===== src/rtl/fp_add_preparer_pipe.sv =====
// rtl/fp_add_preparer_pipe.sv - pipelined FP-add operand preparer (classify, order, align)
//
// Purpose: decodes two IEEE-754-style operands, orders them by magnitude,
// aligns the smaller mantissa to the larger exponent and resolves NaN/inf
// special cases, ready for a mantissa adder/normaliser. Two register stages
// with a valid/ready handshake, one operation per cycle.
//
// Ports:
//   clk, rst_n            clock, synchronous active-low reset
//   in_valid/in_ready     input handshake for op_1, op_2, sub
//   op_1, op_2            operands {sign, exponent, fraction}
//   sub                   1: op_1 - op_2 (op_2 sign flipped)
//   out_valid/out_ready   output handshake for all result fields
//   NaN_res, inf_res      special-case results; legal = neither
//   res_sig, eff_sub      result sign, effective subtraction
//   exp_max               effective exponent of the larger operand
//   mant_big, mant_small  prepared mantissas, mant_small aligned
//   sticky                OR of bits shifted out of mant_small

module fp_add_preparer_pipe #(
  parameter int EXP_W = 8,
  parameter int MAN_W = 23
) (
  input  logic                     clk,
  input  logic                     rst_n,
  input  logic                     in_valid,
  output logic                     in_ready,
  input  logic [EXP_W+MAN_W:0]     op_1,
  input  logic [EXP_W+MAN_W:0]     op_2,
  input  logic                     sub,
  output logic                     out_valid,
  input  logic                     out_ready,
  output logic                     NaN_res,
  output logic                     inf_res,
  output logic                     legal,
  output logic                     res_sig,
  output logic                     eff_sub,
  output logic [EXP_W-1:0]         exp_max,
  output logic [2*(MAN_W+1):0]     mant_big,
  output logic [2*(MAN_W+1):0]     mant_small,
  output logic                     sticky
);

  localparam int MW = 2*(MAN_W+1)+1;
  localparam int W  = 1+EXP_W+MAN_W;

  // Handshake: a stage loads when empty or when it drains the same cycle.
  logic s1_valid;
  logic s1_load;
  logic s2_load;

  assign s2_load  = ~out_valid | out_ready;
  assign s1_load  = ~s1_valid | s2_load;
  assign in_ready = rst_n & s1_load;

  // ---------------- S1: decode / classify / compare ----------------
  logic             a_s, b_s;
  logic [EXP_W-1:0] a_e, b_e;
  logic [MAN_W-1:0] a_f, b_f;
  logic             a_nan, b_nan, a_inf, b_inf;
  logic             a_hid, b_hid;
  logic [EXP_W-1:0] a_eff, b_eff;
  logic [EXP_W+MAN_W:0] a_mag, b_mag;
  logic             a_is_big;

  assign a_s = op_1[W-1];
  assign a_e = op_1[W-2:MAN_W];
  assign a_f = op_1[MAN_W-1:0];
  assign b_s = op_2[W-1] ^ sub;
  assign b_e = op_2[W-2:MAN_W];
  assign b_f = op_2[MAN_W-1:0];

  assign a_nan = (&a_e) & (|a_f);
  assign a_inf = (&a_e) & ~(|a_f);
  assign b_nan = (&b_e) & (|b_f);
  assign b_inf = (&b_e) & ~(|b_f);

  // Denormals (including zero) have no hidden bit and sit at exponent 1.
  assign a_hid = |a_e;
  assign b_hid = |b_e;
  assign a_eff = a_hid ? a_e : EXP_W'(1);
  assign b_eff = b_hid ? b_e : EXP_W'(1);

  assign a_mag    = {a_eff, a_hid, a_f};
  assign b_mag    = {b_eff, b_hid, b_f};
  assign a_is_big = (a_mag >= b_mag);  // ties resolve to op_1

  logic             s1_any_nan, s1_a_inf, s1_b_inf;
  logic             s1_a_s, s1_b_s, s1_big_s, s1_mag_eq;
  logic [EXP_W-1:0] s1_exp_big, s1_del;
  logic [MAN_W:0]   s1_man_big, s1_man_small;

  always_ff @(posedge clk) begin
    if (!rst_n) begin
      s1_valid     <= 1'b0;
      s1_any_nan   <= 1'b0;
      s1_a_inf     <= 1'b0;
      s1_b_inf     <= 1'b0;
      s1_a_s       <= 1'b0;
      s1_b_s       <= 1'b0;
      s1_big_s     <= 1'b0;
      s1_mag_eq    <= 1'b0;
      s1_exp_big   <= '0;
      s1_del       <= '0;
      s1_man_big   <= '0;
      s1_man_small <= '0;
    end else if (s1_load) begin
      s1_valid <= in_valid;
      if (in_valid) begin
        s1_any_nan   <= a_nan | b_nan;
        s1_a_inf     <= a_inf;
        s1_b_inf     <= b_inf;
        s1_a_s       <= a_s;
        s1_b_s       <= b_s;
        s1_big_s     <= a_is_big ? a_s : b_s;
        s1_mag_eq    <= (a_mag == b_mag);
        s1_exp_big   <= a_is_big ? a_eff : b_eff;
        s1_del       <= a_is_big ? (a_eff - b_eff) : (b_eff - a_eff);
        s1_man_big   <= a_is_big ? {a_hid, a_f} : {b_hid, b_f};
        s1_man_small <= a_is_big ? {b_hid, b_f} : {a_hid, a_f};
      end
    end
  end

  // ---------------- S2: align / special cases ----------------
  logic [MW-1:0] full_big, full_small, shifted, lost_mask;
  logic          eff_sub_c, nan_c, inf_c, legal_c, sign_c, sticky_c;

  assign full_big   = {1'b0, s1_man_big,   {(MAN_W+1){1'b0}}};
  assign full_small = {1'b0, s1_man_small, {(MAN_W+1){1'b0}}};

  // Shifts by del >= MW give zero in both directions, so the shifted value
  // becomes 0 and the mask covers every bit: no separate saturation needed.
  assign shifted   = full_small >> s1_del;
  assign lost_mask = ~({MW{1'b1}} << s1_del);
  assign sticky_c  = |(full_small & lost_mask);

  assign eff_sub_c = s1_a_s ^ s1_b_s;
  assign nan_c     = s1_any_nan | (s1_a_inf & s1_b_inf & eff_sub_c);
  assign inf_c     = ~nan_c & (s1_a_inf | s1_b_inf);
  assign legal_c   = ~nan_c & ~inf_c;

  always_comb begin
    sign_c = 1'b0;
    if (inf_c)
      sign_c = s1_a_inf ? s1_a_s : s1_b_s;
    else if (legal_c)
      // x - x rounds to +0 under round-to-nearest.
      sign_c = (s1_mag_eq & eff_sub_c) ? 1'b0 : s1_big_s;
  end

  always_ff @(posedge clk) begin
    if (!rst_n) begin
      out_valid  <= 1'b0;
      NaN_res    <= 1'b0;
      inf_res    <= 1'b0;
      legal      <= 1'b0;
      res_sig    <= 1'b0;
      eff_sub    <= 1'b0;
      exp_max    <= '0;
      mant_big   <= '0;
      mant_small <= '0;
      sticky     <= 1'b0;
    end else if (s2_load) begin
      out_valid <= s1_valid;
      if (s1_valid) begin
        NaN_res    <= nan_c;
        inf_res    <= inf_c;
        legal      <= legal_c;
        res_sig    <= sign_c;
        eff_sub    <= eff_sub_c;
        exp_max    <= legal_c ? s1_exp_big : {EXP_W{1'b1}};
        mant_big   <= legal_c ? full_big : '0;
        mant_small <= legal_c ? shifted : '0;
        sticky     <= legal_c & sticky_c;
      end
    end
  end

endmodule


===== config.mk =====
export PLATFORM = sky130hd
export DESIGN_NAME = fp_add_preparer_pipe
export DESIGN_NICKNAME = d
export VERILOG_FILES = /design/src/rtl/fp_add_preparer_pipe.sv
export SDC_FILE = /design/constraint.sdc
export NUM_CORES = 1
export LEC_CHECK = 0
export BUFFER_PORTS_ARGS = -buffer_cell sky130_fd_sc_hd__buf_2
export CAP_MARGIN = 25
export CORE_MARGIN = 4
export CORE_UTILIZATION = 45
export DETAILED_ROUTE_END_ITERATION = 8
export PLACE_DENSITY_LB_ADDON = 0.05
export SKIP_CTS_REPAIR_TIMING = 1
export SLEW_MARGIN = 20
export SYNTH_ARGS = -nofsm -noshare
export SYNTH_HDL_FRONTEND = slang
export SYNTH_SLANG_ARGS = --single-unit

===== constraint.sdc =====
create_clock -name clk -period 4.5 [get_ports clk]
set_input_delay 1.35 -clock clk [delete_from_list [all_inputs] [get_ports clk]]
set_output_delay 1.35 -clock clk [all_outputs]
set_load 0.02 [all_outputs]

# Word level (Yosys, flattened, before mapping)
# Index checks and enable logic that the tools add are counted.
# W data, S select, Z words.
# totals
in_bits	69
regBits	185
word_cells	77
out_inout_bits	114
# op_classes
n_lt_le_gt_ge	1
add_sub_neg	2
eq_ne	1
n_bitwise	26
muxes	14
shift	2
n_reduce_logical	9
# op_table
operator	n
$and A48 B49 Y49	1
$mux W49	1
$not A49 Y49	1
$reduce_or A49 Y1	1
$shl A49 B8 Y49 const A	1
$shr A48 B8 Y49	1
$mux W24	2
$mux W48	1
$reduce_or A23 Y1	2
$mux W8	5
$eq A32 B32 Y1	1
$ge A32 B32 Y1	1
$reduce_and A8 Y1	2
$reduce_or A8 Y1	2
$sub A8 B8 Y8	2
$and A1 B1 Y1	11
$not A1 Y1	6
$mux W1	5
$or A1 B1 Y1	5
$reduce_and A2 Y1	2
$xor A1 B1 Y1	2

# Longest topological paths before layout
# logic_depth
ltp_word	9
mapped_depth	15
ltp_nobuf	14

# Least setup slack after synthesis
# Ideal clock, no wire load.
# synth_path
path_kind	input port to flip-flop
from	input op_1[23]
to	register s1_del[5]
setup_time_ps	133
t_required_ps	4367
path_slack_ps	739
path_stages	12
n_path_buf	1
arrival_ps	3628
path_cell_list	nor4_1 > nand2_1 > ha_1 > nand4_1 > inv_1 > a221oi_1 > nor3_1 > a211oi_1 > buf_6 > mux2_2 > o2111ai_1 > o311ai_1
# synth_via
elab_chain_cells	4
elab_cells_between_ends	6
cone_classes	add/sub: 2; order compare: 1; mux: 2; reduce/logical: 1
# synth_lines
item	line_no	text
start, declared	28	input logic [EXP_W+MAN_W:0] op_1,
$reduce_or A8 Y1	79	assign a_hid = |a_e;
$mux W8	81	assign a_eff = a_hid ? a_e : EXP_W'(1);
$ge A32 B32 Y1 / $sub A8 B8 Y8 (equally long branches)	86, 118	
$mux W8 (*)	118	s1_del <= a_is_big ? (a_eff - b_eff) : (b_eff - a_eff);
end signal, assigned	118	
end, declared	90	logic [EXP_W-1:0] s1_exp_big, s1_del;
# Every way passes the cells marked *; elsewhere a longest branch is shown, timed or not.
# A chain may end at the register's enable or synchronous reset.

# Worst setup path in the final report
# layout_path
from	input op_1[23]
to	register s1_man_small[7]
# layout_via
elab_chain_cells	4
# layout_lines
item	line_no	text
$reduce_or A8 Y1	79	
$mux W8	81	
$ge A32 B32 Y1 (*)	86	assign a_is_big = (a_mag >= b_mag);
$mux W24 (*)	120	s1_man_small <= a_is_big ? {b_hid, b_f} : {a_hid, a_f};
end signal, assigned	120	
end, declared	91	logic [MAN_W:0] s1_man_big, s1_man_small;
# Marked as above.

==> flow_summary_export.csv <==
group,metric,value,unit
die,die_h,157,microns
die,coreArea,21900,sq um
critical_path,startpoint_type,"input pin",
timing,hold_violations,0,
pwr,power_leakage,5.17,nW
yosys,synthAdderAreaFrac,5.48,%
pwr,power_frac_comb,24.7,%
global_routing,overflow,0,
detailed_routing,wl_per_cell,18.9,microns
layout,final-seq-area,3180,sq um
worst_hold_path,min_to,"mant_small[15]$_SDFFE_PN0P_",
critical_path,cp_data_required_time,4.76,ns
die,start_util,45.9,%
critical_path,critical_path.max_stage_delay,0.57,ns
yosys,seq_area_frac_synth,31.7,%
detailed_routing,drcViolationCount,0,
timing,fin_crit,4.05,ns
pwr,finalPower,0.00428,W
yosys,synth.distinct_cells,73,
cts,cts_root_buf,"clkbuf_16",
critical_path,crit_path_top_delay_cell,"a211oi_4",
worst_hold_path,whs_path_depth,2,
cts,cts_max_path_buffers,2,
pwr,p_int,0.00292,W
timing,finalCritPeriodShare,89.9,%
critical_path,crit_path_frequent_cell,"buf_12",
die,die_area,24800,sq um
yosys,yosysWarnings,0,
yosys,synthCells,1186,
critical_path,r2r_start,"s1_del[1]$_SDFFE_PN0P_",
yosys,synth_edf_count,0,
global_routing,grt_pass1_wl,47.6,mm
detailed_routing,viasPerCell,5.71,
yosys,synthMuxAreaShare,15.0,%
critical_path,reg2reg_depth,8,
yosys,async_flop_share,0,%
pwr,peakVddDrop,0.227,mV
critical_path,endpoint_kind,"flop",
cts,clk_pin_slew_worst_paths,0.07,ns
detailed_routing,firstDrtPassIters,5,
yosys,synth_ff_type,"dfxtp_1",
timing,rsz0062_at_grt,"no",
layout,n_fill_cell,2159,
critical_path,regToRegSetupSlack,1.70,ns
layout,fin_nets,1396,
place,pre_cts_ws,0.0451,ns
critical_path,rr_endpoint,"mant_small[8]$_SDFFE_PN0P_",
outcome,status,"completed",
timing,tightestPinTransition,1.03,ns
detailed_routing,wl,29.9,mm
yosys,synth_seq_cells,159,
timing,setup_ws,0.454,ns
critical_path,arrival,4.31,ns
layout,syn_to_final_growth,14.0,%
worst_hold_path,hp-start,"mant_small[15]$_SDFFE_PN0P_",
die,row_count,54,
global_routing,antenna_found_initial,0,
yosys,synth_xor_area_share,0.436,%
critical_path,critPathTopFamily,"compound AO/OA/AOI/OAI gates",
timing,slew_viol_final,0,
layout,multi_input_area,5970,sq um
cts,tritoncts,"built",
yosys,postSynthAreaPerCell,8.47,sq um
place,hpwl,21.9,mm
yosys,netlist_area,10000,sq um
global_routing,first_global_vias,8545,
timing,setup_viol,0,
critical_path,cp_max_fo,16,
timing,max_freq,0.247,GHz
cts,cts_made_buffers,17,
job,drv_cap,0,
place,portBuffers,156,
global_routing,grt_max_degree,93,
yosys,synth_compound_area_share,20.8,%
cts,htreeDepth,4,
pwr,power_density,374,nW/um^2
critical_path,critical_path_class,"input pin to flop",
pwr,netSwitchingFraction,31.8,%
critical_path,cp_cell_sequence,"buf_2, nor4_1, nand2_1, ha_1, nand4_1, inv_1, a221oi_1, nor3_1, a211oi_4, buf_12, buf_12, mux2i_1, a211oi_1",
timing,clock_skew,0.0115,ns
worst_hold_path,hold_path_class,"flop to flop",
die,die_x,157,microns
critical_path,path_buf_inv,4,
timing,setup_tns,0,ns
detailed_routing,vias,9005,
pwr,p_clk_share,38.3,%
detailed_routing,drtAntennaViolNets,0,
pwr,power.share.sequential,37.0,%
yosys,synth-simple-area-share,16.6,%
layout,drive_above_1_share,19.8,%
die,io_pins,183,
detailed_routing,drt_iter0_markers,715,
place,place_congestion,0.890,
layout,antennaDiodeCount,0,
yosys,synth_top_family_by_area,"compound AO/OA/AOI/OAI gates",
timing,slew-limit-headroom,30.8,%
global_routing,grt.total_usage,24.1,%
cts,insertion_delay,0.43,ns
pwr,p_switching,0.00136,W
cts,cts_sinks,159,
==> synth_stat cells, types with 4 or more instances <==
cell	count	area, sq um
a211oi_1	62	465
a21oi_1	73	365
clkbuf_1	70	263
dfxtp_1	159	3180
nor3_1	23	115
buf_1	4	15.0
nand3_1	19	95.1
a22oi_1	64	480
nor2_1	158	593
nand2b_1	21	131
nand4_1	12	75.1
a22o_1	5	43.8
nor4_1	18	113
inv_1	51	191
buf_6	9	101
buf_4	35	263
nand3b_1	4	30.0
or3_1	4	25.0
a32oi_1	4	35.0
nand2_1	84	315
o21ai_0	47	235
ha_1	40	500
o221a_2	8	90.1
o22ai_1	9	56.3
a31oi_1	4	25.0
mux2_2	11	124
mux4_1	14	368
buf_12	5	100
a21o_1	6	45.0
mux2i_1	91	911
mux4_2	4	90.1
buf_2	4	20.0
o211ai_1	7	52.6
==> cells in the final DEF (no fill, tap or decap), drive strengths merged, types with 4 or more instances in the layout <==
cell | synthesis | routed
inv | 52 | 55
a22oi | 65 | 65
a31oi | 4 | 4
conb | 1 | 26
nor4 | 19 | 19
a211oi | 62 | 62
bufinv | 0 | 5
dfxtp | 159 | 159
nor3 | 25 | 25
o221a | 8 | 8
nand3 | 19 | 19
a22o | 5 | 5
nand3b | 4 | 4
a21o | 6 | 6
clkbuf | 72 | 19
a32oi | 4 | 4
mux2 | 12 | 12
o22ai | 9 | 9
nand2b | 21 | 21
nor2 | 159 | 159
nand2 | 85 | 85
buf | 58 | 186
a21oi | 73 | 73
nand4 | 13 | 13
ha | 40 | 40
o21ai | 47 | 47
mux4 | 18 | 18
mux2i | 91 | 91
or3 | 4 | 4
o211ai | 7 | 7
==> cell type report <==
class | count | share of cell area, %
clock inverter | 12 | 1.80
tap | 280 | 3.06
inverter | 52 | 1.73
timing repair buffer | 186 | 9.44
clock buffer | 19 | 3.96
multi-input combinational | 869 | 52.2
sequential | 159 | 27.8
==> stage by stage <==
stage | hold slack, ns | instance area [sq um] | util (%) | cells
after floorplan | 0.432 | 10100 | - | 1211
after global placement | 0.438 | 10800 | 49.3 | 1546
after detailed placement | 0.443 | 10800 | 49.3 | 1546
after CTS | 0.450 | 11400 | 52.3 | 1577
after global routing | 0.478 | 11400 | 52.3 | 1577
final | 0.447 | 11400 | 52.3 | 1577
==> cells by family after synthesis <==
logic type	after synthesis
compound gates	311
xor+xnor	5
fa+ha+maj	43
buf+inv	183
flops	159
mux	121
other cells	1
simple gates	363
==> flip-flops by register name (all words and copies together), names as in the netlist, 8 cells and up <==
register      flops
mant_small       48
s1_man_small     24
mant_big         24
s1_man_big       24
s1_del            8
s1_exp_big        8
exp_max           8
==> metal layers <==
layer	wire length, microns	part of all wire, %	vias to the layer above	track usage, %
met3	1540	5.1	41	4.32
li1	-	-	4445	-
met2	13700	46	283	38.0
met4	700	2.3	0	7.54
met5	0	0	-	0
met1	13900	47	4236	33.7
==> worst min-delay path, cell delays in order (launching register included) <==
cell     delay (ns)
dfxtp_1        0.31
nand2_1        0.05
a21oi_1        0.05
==> worst max-delay path by stage <==
stage / from / to / depth (start not counted)
2_1_floorplan: op_1[23] / s1_del[5]$_SDFFE_PN0P_ / 12
3_3_place_gp: op_2[27] / s1_man_small[14]$_SDFFE_PN0P_ / 15
3_5_place_dp: op_1[27] / s1_man_small[12]$_SDFFE_PN0P_ / 13
4_1_cts: op_1[23] / s1_man_small[12]$_SDFFE_PN0P_ / 13
5_1_grt: op_2[27] / s1_man_big[7]$_SDFFE_PN0P_ / 15
6_report: op_1[23] / s1_man_small[7]$_SDFFE_PN0P_ / 13
==> power groups by stage <==
stage	Clock [W]	Sequential (W)	Combinational (W)
floorplan	0	0.00161	0.000772
global placement	0	0.00161	0.00105
detailed placement	0	0.00161	0.00105
CTS	0.00167	0.00158	0.00105
global route	0.00173	0.00160	0.00116
finish	0.00164	0.00158	0.00106
No activity file was read; power rests on OpenSTA's default activity.
